### config.mk
export PLATFORM = sky130hd
export DESIGN_NAME = uart_apb_arb_flat
export DESIGN_NICKNAME = d
export VERILOG_FILES = /design/src/rtl/uart_apb_arb_pkg.sv /design/src/rtl/uart_apb_arb_if.sv /design/src/rtl/uart_apb_arb_rr.sv /design/src/rtl/uart_apb_arb.sv /design/src/flat_wrapper.sv
export SDC_FILE = /design/constraint.sdc
export NUM_CORES = 1
export LEC_CHECK = 0
export ABC_AREA = 1
export ABC_CLOCK_PERIOD_IN_PS = 3900
export CORE_MARGIN = 2
export CORE_UTILIZATION = 45
export CTS_CLUSTER_DIAMETER = 80
export DETAILED_ROUTE_END_ITERATION = 7
export GPL_TIMING_DRIVEN = 0
export PLACE_DENSITY_LB_ADDON = 0.25
export SLEW_MARGIN = 0
export SYNTH_ARGS = -nofsm -noshare
export SYNTH_HDL_FRONTEND = slang
export SYNTH_SLANG_ARGS = --single-unit
### constraint.sdc
create_clock -name clk -period 3.9 [get_ports clk]
set_input_delay 0.39 -clock clk [delete_from_list [all_inputs] [get_ports clk]]
set_output_delay 0.39 -clock clk [all_outputs]
set_load 0.02 [all_outputs]
### src/rtl/uart_apb_arb_pkg.sv
// Shared types for the UART APB arbiter: FSM states, requester id and the
// UART register map.
package uart_apb_pkg;

   typedef enum logic [1:0] {
      IDLE   = 2'd0,
      SETUP  = 2'd1,
      ACCESS = 2'd2
   } state_e;

   localparam int unsigned ID_W = 1;
   typedef logic [ID_W-1:0] id_t;

   typedef enum logic [3:0] {
      REG_TX          = 4'd0,
      REG_RX          = 4'd1,
      REG_BAUD        = 4'd2,
      REG_CONF        = 4'd3,
      REG_RXTRIG      = 4'd4,
      REG_TXTRIG      = 4'd5,
      REG_DELAY       = 4'd6,
      REG_STATUS      = 4'd7,
      REG_RXFIFO_STAT = 4'd8,
      REG_TXFIFO_STAT = 4'd9
   } uart_reg_e;

endpackage

### src/rtl/uart_apb_arb_if.sv
// Requester-side command/response bundle of the UART APB arbiter.
// Optional macro UART_ARB_LOCK_EN adds the req_lock signal.
interface uart_apb_arb_if #(
   parameter int unsigned ADDR_W = 4,
   parameter int unsigned DATA_W = 32
);
   logic              req_valid;
   logic              req_ready;
   logic              req_write;
   logic [ADDR_W-1:0] req_addr;
   logic [DATA_W-1:0] req_wdata;
   logic              rsp_valid;
   logic [DATA_W-1:0] rsp_rdata;
`ifdef UART_ARB_LOCK_EN
   logic              req_lock;

   modport master (output req_valid, req_write, req_addr, req_wdata, req_lock,
                   input  req_ready, rsp_valid, rsp_rdata);
   modport slave  (input  req_valid, req_write, req_addr, req_wdata, req_lock,
                   output req_ready, rsp_valid, rsp_rdata);
`else
   modport master (output req_valid, req_write, req_addr, req_wdata,
                   input  req_ready, rsp_valid, rsp_rdata);
   modport slave  (input  req_valid, req_write, req_addr, req_wdata,
                   output req_ready, rsp_valid, rsp_rdata);
`endif
endinterface

### src/rtl/uart_apb_arb_rr.sv
// Two-way round-robin picker: combinational grant from the valids and the
// last granted id, plus the last-grant register (resets to 1 so port 0 wins
// the first contention).
module uart_rr_arb2
   import uart_apb_pkg::*;
(
   input  logic       clk,
   input  logic       rstn,
   input  logic [1:0] valid_i,
   input  logic       upd_i,
   output logic       gnt_valid_o,
   output id_t        gnt_o,
   output id_t        last_gnt_o
);

   id_t last_gnt_q, last_gnt_d;

   // Pick the lone valid port, or the one not granted last on contention
   always_comb begin
      gnt_valid_o = |valid_i;
      gnt_o       = last_gnt_q;
      if (valid_i == 2'b11) gnt_o = ~last_gnt_q;
      else if (valid_i[1])  gnt_o = 1'b1;
      else if (valid_i[0])  gnt_o = 1'b0;
      last_gnt_d  = upd_i ? gnt_o : last_gnt_q;
   end

   // Last-grant register
   always_ff @(posedge clk or negedge rstn) begin
      if (!rstn) last_gnt_q <= 1'b1;
      else       last_gnt_q <= last_gnt_d;
   end

   assign last_gnt_o = last_gnt_q;

endmodule

### src/rtl/uart_apb_arb.sv
// Two-requester APB master in front of the UART register slave (no pready):
// round-robin accept in IDLE, fixed SETUP/ACCESS transfer, one-cycle
// response pulse to the issuing port.
// Optional macro UART_ARB_LOCK_EN: per-command lock keeping the grant on a
// port for up to LOCK_MAX_TXN consecutive locked completions.
module uart_apb_arb
   import uart_apb_pkg::*;
#(
   parameter int unsigned ADDR_W       = 4,
   parameter int unsigned DATA_W       = 32,
   parameter int unsigned LOCK_MAX_TXN = 4
) (
   input  logic              clk,
   input  logic              rstn,
   uart_apb_arb_if.slave     m0,
   uart_apb_arb_if.slave     m1,
   output logic [ADDR_W-1:0] paddr_o,
   output logic [DATA_W-1:0] pwdata_o,
   output logic              psel_o,
   output logic              penable_o,
   output logic              pwrite_o,
   input  logic [DATA_W-1:0] prdata_i,
   output logic              busy_o,
   output logic              gnt_id_o
);

   state_e            state_q, state_d;
   logic [1:0]        req_v;
   logic              gnt_valid;
   id_t               gnt, last_gnt, id_q;
   logic              accept;

   logic              sel_write;
   logic [ADDR_W-1:0] sel_addr;
   logic [DATA_W-1:0] sel_wdata;

   logic [ADDR_W-1:0] paddr_q;
   logic [DATA_W-1:0] pwdata_q;
   logic              psel_q, penable_q, pwrite_q;
   logic [1:0]        rsp_valid_q;
   logic [DATA_W-1:0] rdata0_q, rdata1_q;

`ifdef UART_ARB_LOCK_EN
   localparam int unsigned CNT_W = $clog2(LOCK_MAX_TXN + 1);

   logic              lock_act_q;
   id_t               lock_id_q;
   logic [CNT_W-1:0]  lock_cnt_q;
   logic              cmd_lock_q;
   logic              sel_lock;

   // While a lock is held only the owning port is visible to the picker
   assign req_v    = {m1.req_valid & (~lock_act_q | (lock_id_q == 1'b1)),
                      m0.req_valid & (~lock_act_q | (lock_id_q == 1'b0))};
   assign sel_lock = (gnt == 1'b1) ? m1.req_lock : m0.req_lock;
`else
   logic              unused_lock_cfg;

   assign req_v           = {m1.req_valid, m0.req_valid};
   assign unused_lock_cfg = (LOCK_MAX_TXN != 0);
`endif

   uart_rr_arb2 u_arb (
      .clk         (clk),
      .rstn        (rstn),
      .valid_i     (req_v),
      .upd_i       (accept),
      .gnt_valid_o (gnt_valid),
      .gnt_o       (gnt),
      .last_gnt_o  (last_gnt)
   );

   assign sel_write = (gnt == 1'b1) ? m1.req_write : m0.req_write;
   assign sel_addr  = (gnt == 1'b1) ? m1.req_addr  : m0.req_addr;
   assign sel_wdata = (gnt == 1'b1) ? m1.req_wdata : m0.req_wdata;

   // FSM state register
   always_ff @(posedge clk or negedge rstn) begin
      if (!rstn) state_q <= IDLE;
      else       state_q <= state_d;
   end

   // Next state and request handshake
   always_comb begin
      state_d      = state_q;
      accept       = 1'b0;
      m0.req_ready = 1'b0;
      m1.req_ready = 1'b0;
      case (state_q)
         IDLE: begin
            if (gnt_valid) begin
               accept       = 1'b1;
               m0.req_ready = (gnt == 1'b0);
               m1.req_ready = (gnt == 1'b1);
               state_d      = SETUP;
            end
         end
         SETUP:   state_d = ACCESS;
         ACCESS:  state_d = IDLE;
         default: state_d = IDLE;
      endcase
   end

   // Registered APB outputs, read-data capture and response pulse
   always_ff @(posedge clk or negedge rstn) begin
      if (!rstn) begin
         paddr_q     <= '0;
         pwdata_q    <= '0;
         psel_q      <= 1'b0;
         penable_q   <= 1'b0;
         pwrite_q    <= 1'b0;
         id_q        <= '0;
         rsp_valid_q <= '0;
         rdata0_q    <= '0;
         rdata1_q    <= '0;
      end else begin
         rsp_valid_q <= '0;
         case (state_q)
            IDLE: begin
               if (accept) begin
                  psel_q   <= 1'b1;
                  paddr_q  <= sel_addr;
                  pwdata_q <= sel_wdata;
                  pwrite_q <= sel_write;
                  id_q     <= gnt;
               end
            end
            SETUP: penable_q <= 1'b1;
            ACCESS: begin
               psel_q            <= 1'b0;
               penable_q         <= 1'b0;
               rsp_valid_q[id_q] <= 1'b1;
               if (id_q == 1'b0) rdata0_q <= pwrite_q ? '0 : prdata_i;
               else              rdata1_q <= pwrite_q ? '0 : prdata_i;
            end
            default: ;
         endcase
      end
   end

`ifdef UART_ARB_LOCK_EN
   // Lock tracking: a locked completion keeps the grant, a plain completion
   // or the LOCK_MAX_TXN-th consecutive locked one releases it
   always_ff @(posedge clk or negedge rstn) begin
      if (!rstn) begin
         lock_act_q <= 1'b0;
         lock_id_q  <= '0;
         lock_cnt_q <= '0;
         cmd_lock_q <= 1'b0;
      end else begin
         if (accept) cmd_lock_q <= sel_lock;
         if (state_q == ACCESS) begin
            if (cmd_lock_q && (32'(lock_cnt_q) + 32'd1 < LOCK_MAX_TXN)) begin
               lock_act_q <= 1'b1;
               lock_id_q  <= id_q;
               lock_cnt_q <= lock_cnt_q + 1'b1;
            end else begin
               lock_act_q <= 1'b0;
               lock_cnt_q <= '0;
            end
         end
      end
   end
`endif

   assign paddr_o      = paddr_q;
   assign pwdata_o     = pwdata_q;
   assign psel_o       = psel_q;
   assign penable_o    = penable_q;
   assign pwrite_o     = pwrite_q;
   assign busy_o       = (state_q != IDLE);
   assign gnt_id_o     = last_gnt;
   assign m0.rsp_valid = rsp_valid_q[0];
   assign m1.rsp_valid = rsp_valid_q[1];
   assign m0.rsp_rdata = rdata0_q;
   assign m1.rsp_rdata = rdata1_q;

endmodule

### src/flat_wrapper.sv
// flat-port wrapper written by rule: the top's interface ports become plain ports
module uart_apb_arb_flat import uart_apb_pkg::*;
#(
   parameter int unsigned ADDR_W       = 4,
   parameter int unsigned DATA_W       = 32,
   parameter int unsigned LOCK_MAX_TXN = 4
)
  (clk, rstn, paddr_o, pwdata_o, psel_o, penable_o, pwrite_o, prdata_i, busy_o, gnt_id_o, m0_req_valid, m0_req_write, m0_req_addr, m0_req_wdata, m0_req_ready, m0_rsp_valid, m0_rsp_rdata, m1_req_valid, m1_req_write, m1_req_addr, m1_req_wdata, m1_req_ready, m1_rsp_valid, m1_rsp_rdata);
  uart_apb_arb_if #(.ADDR_W(ADDR_W), .DATA_W(DATA_W)) m0_i ();
  uart_apb_arb_if #(.ADDR_W(ADDR_W), .DATA_W(DATA_W)) m1_i ();
  input  logic clk;
  input  logic rstn;
  output logic [ADDR_W-1:0] paddr_o;
  output logic [DATA_W-1:0] pwdata_o;
  output logic psel_o;
  output logic penable_o;
  output logic pwrite_o;
  input  logic [DATA_W-1:0] prdata_i;
  output logic busy_o;
  output logic gnt_id_o;
  input wire logic [$bits(m0_i.req_valid)-1:0] m0_req_valid;
  input wire logic [$bits(m0_i.req_write)-1:0] m0_req_write;
  input wire logic [$bits(m0_i.req_addr)-1:0] m0_req_addr;
  input wire logic [$bits(m0_i.req_wdata)-1:0] m0_req_wdata;
  output wire logic [$bits(m0_i.req_ready)-1:0] m0_req_ready;
  output wire logic [$bits(m0_i.rsp_valid)-1:0] m0_rsp_valid;
  output wire logic [$bits(m0_i.rsp_rdata)-1:0] m0_rsp_rdata;
  input wire logic [$bits(m1_i.req_valid)-1:0] m1_req_valid;
  input wire logic [$bits(m1_i.req_write)-1:0] m1_req_write;
  input wire logic [$bits(m1_i.req_addr)-1:0] m1_req_addr;
  input wire logic [$bits(m1_i.req_wdata)-1:0] m1_req_wdata;
  output wire logic [$bits(m1_i.req_ready)-1:0] m1_req_ready;
  output wire logic [$bits(m1_i.rsp_valid)-1:0] m1_rsp_valid;
  output wire logic [$bits(m1_i.rsp_rdata)-1:0] m1_rsp_rdata;
  assign m0_i.req_valid = m0_req_valid;
  assign m0_i.req_write = m0_req_write;
  assign m0_i.req_addr = m0_req_addr;
  assign m0_i.req_wdata = m0_req_wdata;
  assign m0_req_ready = m0_i.req_ready;
  assign m0_rsp_valid = m0_i.rsp_valid;
  assign m0_rsp_rdata = m0_i.rsp_rdata;
  assign m1_i.req_valid = m1_req_valid;
  assign m1_i.req_write = m1_req_write;
  assign m1_i.req_addr = m1_req_addr;
  assign m1_i.req_wdata = m1_req_wdata;
  assign m1_req_ready = m1_i.req_ready;
  assign m1_rsp_valid = m1_i.rsp_valid;
  assign m1_rsp_rdata = m1_i.rsp_rdata;
  uart_apb_arb #(.ADDR_W(ADDR_W), .DATA_W(DATA_W), .LOCK_MAX_TXN(LOCK_MAX_TXN)) u_core (.clk(clk), .rstn(rstn), .m0(m0_i), .m1(m1_i), .paddr_o(paddr_o), .pwdata_o(pwdata_o), .psel_o(psel_o), .penable_o(penable_o), .pwrite_o(pwrite_o), .prdata_i(prdata_i), .busy_o(busy_o), .gnt_id_o(gnt_id_o));
endmodule
==> reports/metrics.cfg <==
[outcome]
outcome=finished, final reports clean

[pwr]
clkPwrFrac_pct=11.1
combPwrFrac_pct=56.0
net-switching-power_mw=2.56
power.density_nw_per_um2=783
sw_frac_of_total_pct=43.6
internal_power_mw=3.31
power_mw=5.87
seqPwrFrac_pct=32.9
leakagePower_nw=3.59
ir_drop_v=0.000424

[placed_design]
gp_congestion=0.809
place_hpwl_um=11100
dp_cells=944
io_buffers=218

[clock_network]
ctsResizeCount=0
cts_hold_buf=0
cts_buffers=9
cts_tree=done
clk_latency_ps=380
postCtsSetupRepairBufs=0
cts.sinks=109
htreeDepth=3
root_buffer=clkbuf_8
clockBufferDepth=2
clk_pin_slew_ps=100

[logic_synthesis]
synth_top_area_share_pct=54.8
synthMostInstantiatedCell=nand2_1
yosys-top-cells-count=nand2_1, dfrtp_1, nand3_1
ys_seq_elements=109
syn_inst=585
synth-edff-count=0
synthFlopType=dfrtp_1
ys_types=21
ys_seq_area_share_pct=55.4
ys_warn_count=0
yosys.area.top_type=dfrtp_1
synthTopCellsByArea=dfrtp_1, nand2_1, nand3_1
syn-num-nets=698
syn-cell-area_um2=4930
syn_avg_cell_area_um2=8.43
async_flop_share_pct=100

[timing]
setup_viol=0
relSlewSlack_pct=54.1
maxSlewViolCount=0
tightest_slew_ps=688
hold_viol_final=0
timing.fmax_ghz=0.353
min_period_ps=2830
post-route-period-util_pct=72.6
grt_setup_unrepaired=no
clock-skew-final_ps=9.56
worst_hold_slack_ps=43.2

[worst_setup_path]
worstPathCellList=inv_1 -> ha_1 -> buf_4 -> buf_4 -> nand2_1 -> inv_1 -> clkdlybuf4s50_1
cp-end-kind=output port
critical-path-max-stage-delay_ps=620
critPathTopFamily=buffers and inverters
crit_slowest_cell=clkdlybuf4s50_1
crit_buf_inv=5
cp.required_ps=3510
crit_fanout=10
crit_type=reg2out
arrival_ps=2440
crit_path_start_kind=flip-flop

[final_layout]
drive_gt1_share_pct=8.90
nNetsFinal=928
antennaDiodeCount=0
instances_no_fill=960
area.growth.synth_to_final_pct=52.1
final_core_util_pct=69.8

[routing]
drtIter0Drc=258
vias=4851
drc=0
vias_per_cell=5.05
drt_wl_total_um=14700
wire_per_inst_um=15.3
ant_nets=0
first_pass_iters=5

[global_routing]
antenna_found_initial=0
grt_pass1_vias=4840
grt_overflow=0
grt_pass1_wl_um=23600
grt_usage_pct=25.8
grt_max_degree=61

[die]
die_h_um=109
pin_count=219
dieWidth_um=109
rows=38
start_util_pct=45.9
core_um2=10700
fp.dieArea_um2=11800

[run]
drv_cap=0

[hold_path]
hold_path_class=in2async

metal layers:
metal  wire [µm]  track usage [%]  up-vias  share of wire [%]
met3        1160             6.04       19                7.9
li1            -                -     2309                  -
met5           0                0        -                  0
met2        7250             42.9      195                 49
met4         308             9.98        0                2.1
met1        5970             32.7     2328                 41
cell usage in the layout, fill, tap and decap left out, types with 10 or more instances in the layout:
master           instances
buf_4                   11
nor2_1                  33
nand2_1                206
nand3_1                 91
o21ai_0                 22
nand3_2                 20
buf_2                   13
clkbuf_1                13
inv_1                   37
o21ai_1                 14
dfrtp_1                108
clkbuf_8                10
clkdlybuf4s50_1        217
state kept, by name, indices dropped and copies added, names as in the netlist:
register                 count
u_core.state_q               2
u_core.rsp_valid_q           2
u_core.m0.rsp_rdata         32
u_core.id_q                  1
u_core.u_arb.last_gnt_o      1
u_core.pwrite_o              1
u_core.m1.rsp_rdata         32
u_core.penable_o             1
u_core.paddr_o               4
u_core.psel_o                1
u_core.pwdata_o             32
stage by stage:
step / TNS [ps] / setup slack, ps / instance area, µm²
2_1_floorplan: 0 / 2230 / 4930
3_3_place_gp: -177360 / -1640 / 7290
3_5_place_dp: 0 / 1360 / 7310
4_1_cts: 0 / 1020 / 7500
5_1_grt: 0 / 904 / 7500
6_report: 0 / 1070 / 7500
worst register-to-register path, delay by kind of cell, from the launching register on:
family                   cells  cell delay, ps
buffers and inverters        2             510
flip-flops                   1             370
adder cells (fa/ha/maj)      1             270
AND/OR/NAND/NOR              2             260
AO/OA/AOI/OAI                1             150
power by group through the flow:
stage | clock network, mW | logic (mW) | registers [mW]
finish | 0.652 | 3.29 | 1.93
global route | 0.719 | 3.57 | 1.99
CTS | 0.670 | 3.32 | 1.93
detailed placement | 0 | 3.31 | 1.95
global placement | 0 | 3.23 | 1.93
floorplan | 0 | 1.17 | 2.51
cell type report:
type	count	area [µm²]
Inverter	40	150
Sequential cell	109	2730
Timing Repair Buffer	219	2210
Multi-Input combinational cell	397	1820
Clock inverter	6	46.3
Clock buffer	10	138
Fill cell	907	3250
Buffer	39	230
Tap cell	140	175
cell families (layout without fill, tap and decap cells):
| group | count (synthesis) | after routing | synth area share (%) |
|---|---|---|---|
| flops | 109 | 109 | 55.4 |
| buf+inv | 79 | 314 | 7.72 |
| fa+ha+maj | 3 | 3 | 0.762 |
| simple gates | 355 | 355 | 32.1 |
| compound gates | 39 | 39 | 4.04 |
path summary, 6_finish.rpt:
kind,cells after the start,slack (ps),start,endpoint
worst max-delay path,7,1070,u_core.state_q[0],m1_req_ready
worst min-delay path,1,40,rstn,u_core.pwdata_o[12]
worst max register to register,6,2280,u_core.state_q[0],u_core.pwdata_o[20]
worst min register to register,2,490,u_core.m1.rsp_rdata[27],u_core.m1.rsp_rdata[27]
max in group asynchronous,2,3150,rstn,u_core.m0.rsp_rdata[22]
min in group clk,2,490,u_core.m1.rsp_rdata[27],u_core.m1.rsp_rdata[27]
Note: power is estimated with default switching activity, not from simulation.
